<file path="config.mk">
export PLATFORM = sky130hd
export DESIGN_NAME = ale_job_loader
export DESIGN_NICKNAME = d
export VERILOG_FILES = /design/src/rtl/ale_job_loader.sv
export SDC_FILE = /design/constraint.sdc
export NUM_CORES = 2
export LEC_CHECK = 0
export BUFFER_PORTS_ARGS = -buffer_cell sky130_fd_sc_hd__buf_2
export CAP_MARGIN = 0
export CORE_ASPECT_RATIO = 0.7
export CORE_MARGIN = 2
export CORE_UTILIZATION = 35
export CTS_CLUSTER_DIAMETER = 80
export DETAILED_ROUTE_END_ITERATION = 16
export GPL_TIMING_DRIVEN = 0
export SYNTH_ARGS = -nofsm -noshare
export SYNTH_HDL_FRONTEND = slang
export SYNTH_SLANG_ARGS = --single-unit
</file>
<file path="constraint.sdc">
create_clock -name Clk -period 3.95 [get_ports Clk]
set_input_delay 0.395 -clock Clk [delete_from_list [all_inputs] [get_ports Clk]]
set_output_delay 0.395 -clock Clk [all_outputs]
set_load 0.03 [all_outputs]
</file>
<file path="src/rtl/ale_job_loader.sv">
// Byte-stream job loader: assembles a 68-byte little-endian header into the miner's job
// registers, pulses the update trigger and streams the payload as packed 32-bit writes.
module ale_job_loader #(
  parameter int unsigned NONCE_BYTE_LEN  = 24,
  parameter int unsigned MAX_CHUNK_BYTES = 286,
  parameter int unsigned HDR_BYTES       = 68
) (
  input  logic            Clk,
  input  logic            Rst_n,
  input  logic            S_Valid_I,
  output logic            S_Ready_O,
  input  logic [7:0]      S_Data_I,
  input  logic            S_Last_I,
  output logic            UpdateTrigger_O,
  output logic [31:0]     GroupDirections_O,
  output logic [31:0]     Groups_O,
  output logic [31:0]     ChunkLength_O,
  output logic [7:0][31:0] Target_O,
  output logic [5:0][31:0] Nonce_O,
  output logic            Wr_O,
  output logic [31:0]     Data_O,
  output logic            Done_O,
  output logic            Err_O,
  output logic            Busy_O
);

  typedef enum logic [2:0] {StIdle, StHdr, StTrig, StPay, StDrain} state_e;

  state_e                    state_q, state_d;
  logic [6:0]                idx_q, idx_d;
  logic [HDR_BYTES-1:0][7:0] hdr_q, hdr_d;
  logic [8:0]                pay_len_q, pay_len_d;
  logic [8:0]                cnt_q, cnt_d;
  logic [31:0]               acc_q, acc_d;
  logic                      last67_q, last67_d;
  logic [31:0]               gd_q, gd_d, grp_q, grp_d, len_q, len_d, data_q, data_d;
  logic [7:0][31:0]          tgt_q, tgt_d;
  logic [5:0][31:0]          nonce_q, nonce_d;
  logic                      trig_q, trig_d, wr_q, wr_d, done_q, done_d, err_q, err_d;

  logic        accept;
  logic [31:0] hdr_len;
  logic [31:0] word;
  logic        final_byte;

  assign S_Ready_O = (state_q != StTrig);
  assign accept    = S_Valid_I && S_Ready_O;

  always_comb begin
    state_d   = state_q;
    idx_d     = idx_q;
    hdr_d     = hdr_q;
    pay_len_d = pay_len_q;
    cnt_d     = cnt_q;
    acc_d     = acc_q;
    last67_d  = last67_q;
    gd_d      = gd_q;
    grp_d     = grp_q;
    len_d     = len_q;
    tgt_d     = tgt_q;
    nonce_d   = nonce_q;
    data_d    = data_q;
    trig_d    = 1'b0;
    wr_d      = 1'b0;
    done_d    = 1'b0;
    err_d     = 1'b0;
    hdr_len   = '0;
    word      = '0;
    final_byte = 1'b0;

    unique case (state_q)
      StIdle: begin
        if (accept) begin
          hdr_d[0] = S_Data_I;
          if (S_Last_I) begin
            err_d = 1'b1;
          end else begin
            idx_d   = 7'd1;
            state_d = StHdr;
          end
        end
      end

      StHdr: begin
        if (accept) begin
          hdr_d[idx_q] = S_Data_I;
          hdr_len      = hdr_d[11:8];
          if (idx_q == 7'(HDR_BYTES - 1)) begin
            if (hdr_len < NONCE_BYTE_LEN || hdr_len > MAX_CHUNK_BYTES) begin
              err_d   = 1'b1;
              state_d = S_Last_I ? StIdle : StDrain;
            end else if (S_Last_I && hdr_len != NONCE_BYTE_LEN) begin
              // Frame ended before any payload although one was announced.
              err_d   = 1'b1;
              state_d = StIdle;
            end else begin
              gd_d      = hdr_d[3:0];
              grp_d     = hdr_d[7:4];
              len_d     = hdr_len;
              tgt_d     = hdr_d[43:12];
              nonce_d   = hdr_d[67:44];
              trig_d    = 1'b1;
              pay_len_d = 9'(hdr_len - NONCE_BYTE_LEN);
              last67_d  = S_Last_I;
              state_d   = StTrig;
            end
          end else if (S_Last_I) begin
            err_d   = 1'b1;
            state_d = StIdle;
          end else begin
            idx_d = idx_q + 7'd1;
          end
        end
      end

      StTrig: begin
        cnt_d = '0;
        acc_d = '0;
        if (pay_len_q == 9'd0) begin
          if (last67_q) begin
            done_d  = 1'b1;
            state_d = StIdle;
          end else begin
            err_d   = 1'b1;
            state_d = StDrain;
          end
        end else begin
          state_d = StPay;
        end
      end

      StPay: begin
        if (accept) begin
          word = (cnt_q[1:0] == 2'd0) ? 32'd0 : acc_q;
          word[{cnt_q[1:0], 3'b000} +: 8] = S_Data_I;
          final_byte = (cnt_q == 9'(pay_len_q - 9'd1));
          acc_d = word;
          cnt_d = cnt_q + 9'd1;
          if (cnt_q[1:0] == 2'd3 || final_byte || S_Last_I) begin
            wr_d   = 1'b1;
            data_d = word;
          end
          if (final_byte) begin
            done_d  = S_Last_I;
            err_d   = !S_Last_I;
            state_d = S_Last_I ? StIdle : StDrain;
          end else if (S_Last_I) begin
            err_d   = 1'b1;
            state_d = StIdle;
          end
        end
      end

      StDrain: begin
        if (accept && S_Last_I) state_d = StIdle;
      end

      default: state_d = StIdle;
    endcase
  end

  always_ff @(posedge Clk or negedge Rst_n) begin
    if (!Rst_n) begin
      state_q   <= StIdle;
      idx_q     <= '0;
      hdr_q     <= '0;
      pay_len_q <= '0;
      cnt_q     <= '0;
      acc_q     <= '0;
      last67_q  <= 1'b0;
      gd_q      <= '0;
      grp_q     <= '0;
      len_q     <= '0;
      tgt_q     <= '0;
      nonce_q   <= '0;
      data_q    <= '0;
      trig_q    <= 1'b0;
      wr_q      <= 1'b0;
      done_q    <= 1'b0;
      err_q     <= 1'b0;
    end else begin
      state_q   <= state_d;
      idx_q     <= idx_d;
      hdr_q     <= hdr_d;
      pay_len_q <= pay_len_d;
      cnt_q     <= cnt_d;
      acc_q     <= acc_d;
      last67_q  <= last67_d;
      gd_q      <= gd_d;
      grp_q     <= grp_d;
      len_q     <= len_d;
      tgt_q     <= tgt_d;
      nonce_q   <= nonce_d;
      data_q    <= data_d;
      trig_q    <= trig_d;
      wr_q      <= wr_d;
      done_q    <= done_d;
      err_q     <= err_d;
    end
  end

  assign UpdateTrigger_O   = trig_q;
  assign GroupDirections_O = gd_q;
  assign Groups_O          = grp_q;
  assign ChunkLength_O     = len_q;
  assign Target_O          = tgt_q;
  assign Nonce_O           = nonce_q;
  assign Wr_O              = wr_q;
  assign Data_O            = data_q;
  assign Done_O            = done_q;
  assign Err_O             = err_q;
  assign Busy_O            = (state_q != StIdle);

endmodule

</file>
* Word-level counts from Yosys, hierarchy flattened
Index checks and enable logic that the tools add are counted. Widths: inputs -> output; s select.
Operators by class: add/subtract/negate cells 5, order comparisons 4, eq/ne operators 16, shift operators 2, muxes and demuxes 56, bitwise gates (word level) 2, reductions and logical operators 21
Operator list (number):
- $bwmux 544 | 1
- $mux 32 | 2
- $pmux 32 s2 | 1
- $demux 8 s7 | 1
- $mux 3 | 12
- $mux 7 | 5
- $bwmux 32 | 1
- $gt 32x9->1 const B | 1
- $lt 32x5->1 const B | 1
- $ne 32x5->1 const B | 1
- $shift 8x7->32 const A | 1
- $shiftx 8x7->32 | 1
- $mux 8 | 3
- $mux 1 | 22
- $pmux 9 s2 | 1
- $pmux 8 s2 | 1
- $pmux 3 s5 | 1
- $ne 2x2->1 const B | 7
- $pmux 7 s2 | 1
- $reduce_and 5->1 | 2
- $add 9x1->9 const B | 1
- $eq 9x9->1 | 1
- $logic_not 9->1 | 1
- $mux 9 | 1
- other kinds (26) | 36
Word-level totals: bits in registers 1185, bits of input ports 12, output and inout bits 582, word-level logic and storage cells 202

* Logic depth before layout (Yosys ltp)
depth after elaboration 12, mapped depth 16, gate-level depth less buffers 11

* Worst setup path after synthesis
Ideal clock, no wire load.
path type register -> register, from register idx_q[2], to register len_q[3], in the netlist ChunkLength_O[3], library setup time 125 ps, arrival time 3481 ps, required time 3825 ps, path slack 344 ps, cell stages (with the launch flop) 17, buffers on the path 5, clock period less this slack 3606 ps, cells stage by stage dfrtp_1 > buf_2 > nor3_2 > nand2_1 > clkbuf_1 > mux2i_1 > inv_1 > ha_1 > nor2b_1 > o21ai_0 > mux2_2 > a2111oi_4 > nand4_1 > buf_4 > buf_6 > buf_6 > mux2_4
Between the ends: longest elaborated chain between the ends 9, elaborated cells on any way between the ends 15, those cells by class order compare (4); eq/ne (2); mux (3); bitwise (2); reduce/logical (4)
Ends and longest elaborated chain:
- start, declared | RTL line 30 | logic [6:0] idx_q, idx_d;
- start signal, assigned | RTL line 183 | idx_q <= idx_d;
- $lt 7x8->1 (not written as such) or $ge 7x1->1 (tied branches) | RTL line 86 | hdr_d[idx_q] = S_Data_I;
- $logic_and 1x1->1 (not written as such) | RTL line 86
- $mux 8 (not written as such) | RTL line 86
- $demux 8 s7 | RTL line 86
- $bwmux 544 | RTL line 86
- $lt 32x5->1, or another cell as far along | RTL line 89 | if (hdr_len < NONCE_BYTE_LEN || hdr_len > MAX_CHUNK_BYTES) begin
- $logic_or 1x1->1 or $logic_and 1x1->1 (tied branches) | RTL line 89, 92
- $not 1->1 (no line)
- $reduce_and 5->1 (no line)
- end signal, assigned | RTL line 191 | len_q <= len_d;
- end, declared | RTL line 36 | logic [31:0] gd_q, gd_d, grp_q, grp_d, len_q, len_d, data_q, data_d;
Parallel ways exist; a longest one is shown, timed or not. A chain may end at the register's enable or synchronous reset.

* Worst setup path after layout
from register idx_q[1], to register tgt_q (netlist bit Target_O[85])
Between the ends: longest elaborated chain between the ends 9, elaborated cells on any way between the ends 15, those cells by class order compare (4); eq/ne (2); mux (3); bitwise (2); reduce/logical (4)
Ends and longest elaborated chain:
- $lt 7x8->1 (not written as such) or $ge 7x1->1 (tied branches) | RTL line 86
- $logic_and 1x1->1 (not written as such) | RTL line 86
- $mux 8 (not written as such) | RTL line 86
- $demux 8 s7 | RTL line 86
- $bwmux 544 | RTL line 86
- $lt 32x5->1, or another cell as far along | RTL line 89
- $logic_or 1x1->1 or $logic_and 1x1->1 (tied branches) | RTL line 89, 92
- $not 1->1 (no line)
- $reduce_and 5->1 (no line)
- end signal, assigned | RTL line 192 | tgt_q <= tgt_d;
- end, declared | RTL line 37 | logic [7:0][31:0] tgt_q, tgt_d;
Parallel ways exist; a longest one is shown, timed or not.

==> impl_summary.txt <==
----------------------------------------------------
[Outcome]
  Outcome ... finished, violations left
  Failing checks ... setup timing

[Drt]
  Violation count after the first detailed-route iteration ... about 2,400
  Vias post-DR ... between 30,000 and 40,000
  Wire length per cell after detailed routing ... 28.7 um
  Total Wirelength ... 187 mm
  1st-pass router iterations ... 5
  Via density ... 5.19
  Number of remaining DRC errors ... 0
  Antenna Nets Post-Route ... 0

[Pwr]
  Switching share of power ... 0.276
  Peak supply drop ... 0.000429 V
  Leak ... 35.1 nW
  Power share of the clock group ... 0.434
  Power per unit of standard cell area ... 450 nW/um2
  Net Sw Power ... ~0.008 W
  Sequential cell fraction of total power ... 0.438
  Cell Int Power ... 0.0211 W
  Combinational power share ... 0.128

[Synth]
  Mapped Area ... 53,700 um2
  Compound-cell area share of the yosys netlist ... 0.0226
  Share of flip-flops with an asynchronous set or reset ... 1.00
  Library cells used by synthesis ... 73
  Post-Synth Adder-Cell Area ... 0.00257
  Top flip-flop cell by instance count after synthesis ... sky130_fd_sc_hd__dfrtp_1
  Post-synthesis simple-gate area fraction ... 0.0349
  Number of instances in the synthesized netlist ... 3,615
  Synthesized flop and latch total ... 1,182
  Number of synthesis warnings ... 0
  Synth Area in XOR/XNOR ... 0.00305
  Average footprint of a synthesized cell ... 14.8 um2
  Multiplexer area fraction after synthesis ... 0.359
  Share of synthesized area occupied by flip-flops and latches ... 0.551
  Number of enable flip-flop cells after synthesis ... 0
  Combinational family with the most area after synthesis ... multiplexers
  Syn nets ... between 3,000 and 4,000

[Clocking]
  Clock Tree Root ... sky130_fd_sc_hd__clkbuf_16
  H-tree depth ... 4
  Reg clk slew, reported paths ... 60 ps
  Clock buffer count from CTS ... 130
  Clock tree from TritonCTS ... yes
  Clock latency at the later pin of the worst-skew pair ... 780 ps
  Max Buffers Root-to-Sink ... 3
  Clock sink total ... 1,182

[STA]
  Final min period ... between 4000 and 5000 ps
  Actual transition at the worst max-transition pin ... between 1000 and 1500 ps
  Max Fclk ... 250 MHz
  Rel. slew slack ... 0.0742
  Final critical-path setup slack ... -52.8 ps
  Period utilisation layout ... 1.01
  Setup tns final ... -2210 ps
  # setup viols final ... 91
  Max-slew violation total from the final report ... 0
  Unrepaired setup endpoints after global routing ... true
  Post-route clock skew ... 37.8 ps
  Final number of hold-violating endpoints ... 0

[Setup path]
  Startpoint of the lowest-slack register-to-register path ... idx_q[1]
  Required time at the endpoint of the critical path ... 4600 ps
  Origin of the worst setup path ... idx_q[1]
  Largest fanout of any net on the critical path ... 10
  Class of the most critical setup path ... reg -> reg
  R2R cell count ... 13
  Endpoint of the worst register-to-register path ... Target_O[85]
  Reg-to-reg slack, setup ... -50 ps
  Nature of the critical path startpoint ... flop
  WP data arrival ... 4660 ps
  Endpoint kind of the worst setup timing path ... flop

[Floorplan]
  Die area ... 157,000 um2
  Die Y-Extent ... 332 um
  Starting Density ... 0.352
  Count of standard-cell rows ... 120
  Std-Cell Core Area ... 153,000 um2
  Boundary pin count ... 594
  Die Width ... 472 um

[Final layout]
  Fin nets ... 4,410
  Layout filler cell count ... approximately 14,000
  Most used cells in the layout excluding fill and tap cells ... sky130_fd_sc_hd__mux2_2 (1,208), sky130_fd_sc_hd__dfrtp_1 (1,182), sky130_fd_sc_hd__buf_2 (610)
  Layout cell share with drive strength beyond 1 ... 0.568
  Layout overhead on the synthesized area ... 21.0%
  Most frequent standard cell in the layout excluding fill and tap cells ... sky130_fd_sc_hd__mux2_2
  Share of the core filled with cells in the final layout ... 0.426

[Global routing]
  Global-route wire length before repair ... 262 mm
  Number of antenna violations at the first check in global routing ... 18
  Congestion Overflow GR ... 0
  Pin count of the biggest net entering global routing ... 163
  Gr usage total ... 0.233
  Number of global-route vias before repair ... 34,700

[Place]
  Final HPWL DP ... about 130 mm
  Quantity of I/O buffers inserted on ports ... 587
  Final GP Congestion ... about 0.85

[Job]
  Maximum capacitance violations ... 0

[Hold path]
  Path class of the lowest-slack min-delay path ... in -> async

----------------------------------------------------
how the worst max path moves through the flow:
stage / end / depth (start not counted)
final: Target_O[85] / 13
after global routing: Groups_O[1] / 17
after CTS: Nonce_O[163] / 16
after detailed placement: Target_O[223] / 14
after global placement: ChunkLength_O[15] / 1
after floorplan: ChunkLength_O[3] / 16
repair_timing:
item / 4_1_cts / 5_1_grt
hold buffers: 2 / 0
gates cloned: 0 / 16
buffers inserted: 6 / 18
gates resized for setup: 32 / 77
setup endpoints to repair: 695 / 574
hold endpoints to repair: 110 / 0
pin swaps: 6 / 3
flip-flops by register name, summed over array words and instances, names as in the netlist, 3 cells and up:
register,cells
ChunkLength_O,29
Data_O,32
GroupDirections_O,32
Groups_O,32
Nonce_O,192
Target_O,256
acc_q,32
cnt_q,9
hdr_q,544
idx_q,7
pay_len_q,9
state_q,3
routing by layer:
| layer | wire length, um | vias to the layer above | GRT usage |
|---|---|---|---|
| met5 | 0 | - | 0 |
| met4 | 6530 | 0 | 0.0820 |
| met3 | 11200 | 262 | 0.0498 |
| met2 | 83300 | 974 | 0.351 |
| met1 | 86000 | 17900 | 0.331 |
| li1 | - | 14600 | - |
power groups by stage:
stage / sequential [W] / combinational (W) / clock, W
after floorplan: 0.0129 / 0.00192 / 0
after global placement: 0.0130 / 0.00356 / 0
after detailed placement: 0.0130 / 0.00368 / 0
after CTS: 0.0128 / 0.00373 / 0.0130
after global routing: 0.0128 / 0.00398 / 0.0135
final: 0.0128 / 0.00374 / 0.0127
critical path, cell delays in order (launching register included):
cell	delay (ps)
sky130_fd_sc_hd__dfrtp_1	450
sky130_fd_sc_hd__buf_2	220
sky130_fd_sc_hd__nor3b_1	150
sky130_fd_sc_hd__buf_2	320
sky130_fd_sc_hd__a2111oi_0	770
sky130_fd_sc_hd__o22ai_1	250
sky130_fd_sc_hd__nor4_4	390
sky130_fd_sc_hd__nand4_1	170
sky130_fd_sc_hd__buf_6	180
sky130_fd_sc_hd__buf_16	140
sky130_fd_sc_hd__buf_12	150
sky130_fd_sc_hd__clkbuf_16	210
sky130_fd_sc_hd__clkbuf_16	180
sky130_fd_sc_hd__mux2_4	290
logic make-up after synthesis:
logic type / Yosys count
xor+xnor: 17
mux: 1592
simple gates: 367
flops: 1182
buf+inv: 284
fa+ha+maj: 11
compound gates: 162
cell type report:
type,instances,area (um2),share of cell area
Antenna cell,15,37.5,0.000578
Buffer,254,1660,0.0256
Clock buffer,183,3820,0.0588
Clock inverter,47,576,0.00887
Inverter,27,101,0.00156
Multi-Input combinational cell,2149,22700,0.350
Sequential cell,1182,29600,0.456
Tap cell,2013,2520,0.0388
Timing Repair Buffer,643,3890,0.0599
cell usage after synthesis, types with 8 or more instances:
library cell                  n  area share
sky130_fd_sc_hd__nand4_1      9      0.0010
sky130_fd_sc_hd__nor2_1      37      0.0026
sky130_fd_sc_hd__xor2_1       8      0.0013
sky130_fd_sc_hd__mux2_2    1209        0.25
sky130_fd_sc_hd__nand2_1    131      0.0092
sky130_fd_sc_hd__buf_2       28      0.0026
sky130_fd_sc_hd__xnor2_1      8      0.0013
sky130_fd_sc_hd__a21o_1       8      0.0011
sky130_fd_sc_hd__nor2b_1     14      0.0016
sky130_fd_sc_hd__nor3_1      16      0.0015
sky130_fd_sc_hd__o21ai_0     29      0.0027
sky130_fd_sc_hd__and2_1      28      0.0033
sky130_fd_sc_hd__a21oi_1     23      0.0021
sky130_fd_sc_hd__mux2i_1     11      0.0021
sky130_fd_sc_hd__ha_1        11      0.0026
sky130_fd_sc_hd__clkbuf_1   177       0.012
sky130_fd_sc_hd__mux2_1      13      0.0027
sky130_fd_sc_hd__mux2_4     359        0.10
sky130_fd_sc_hd__nand3_1     72      0.0067
sky130_fd_sc_hd__dfrtp_1   1182        0.55
sky130_fd_sc_hd__a22o_1      58      0.0095
sky130_fd_sc_hd__inv_1       26      0.0018
sky130_fd_sc_hd__buf_6       40      0.0084
sky130_fd_sc_hd__o22ai_1      9      0.0010
per-stage QoR:
step	cells	hold slack, ps	worst slack, ps	cell area (um2)	total power (W)
6_report	6513	177	-52.8	64900	0.0292
5_1_grt	6499	170	-95.6	64900	0.0303
4_1_cts	6463	82.6	18.1	64000	0.0295
3_5_place_dp	6228	385	-2580	59400	0.0167
3_3_place_gp	6215	452	-24500	59100	0.0166
2_1_floorplan	3615	99.4	344	53700	0.0149
No activity file was read; power rests on OpenSTA's default activity.
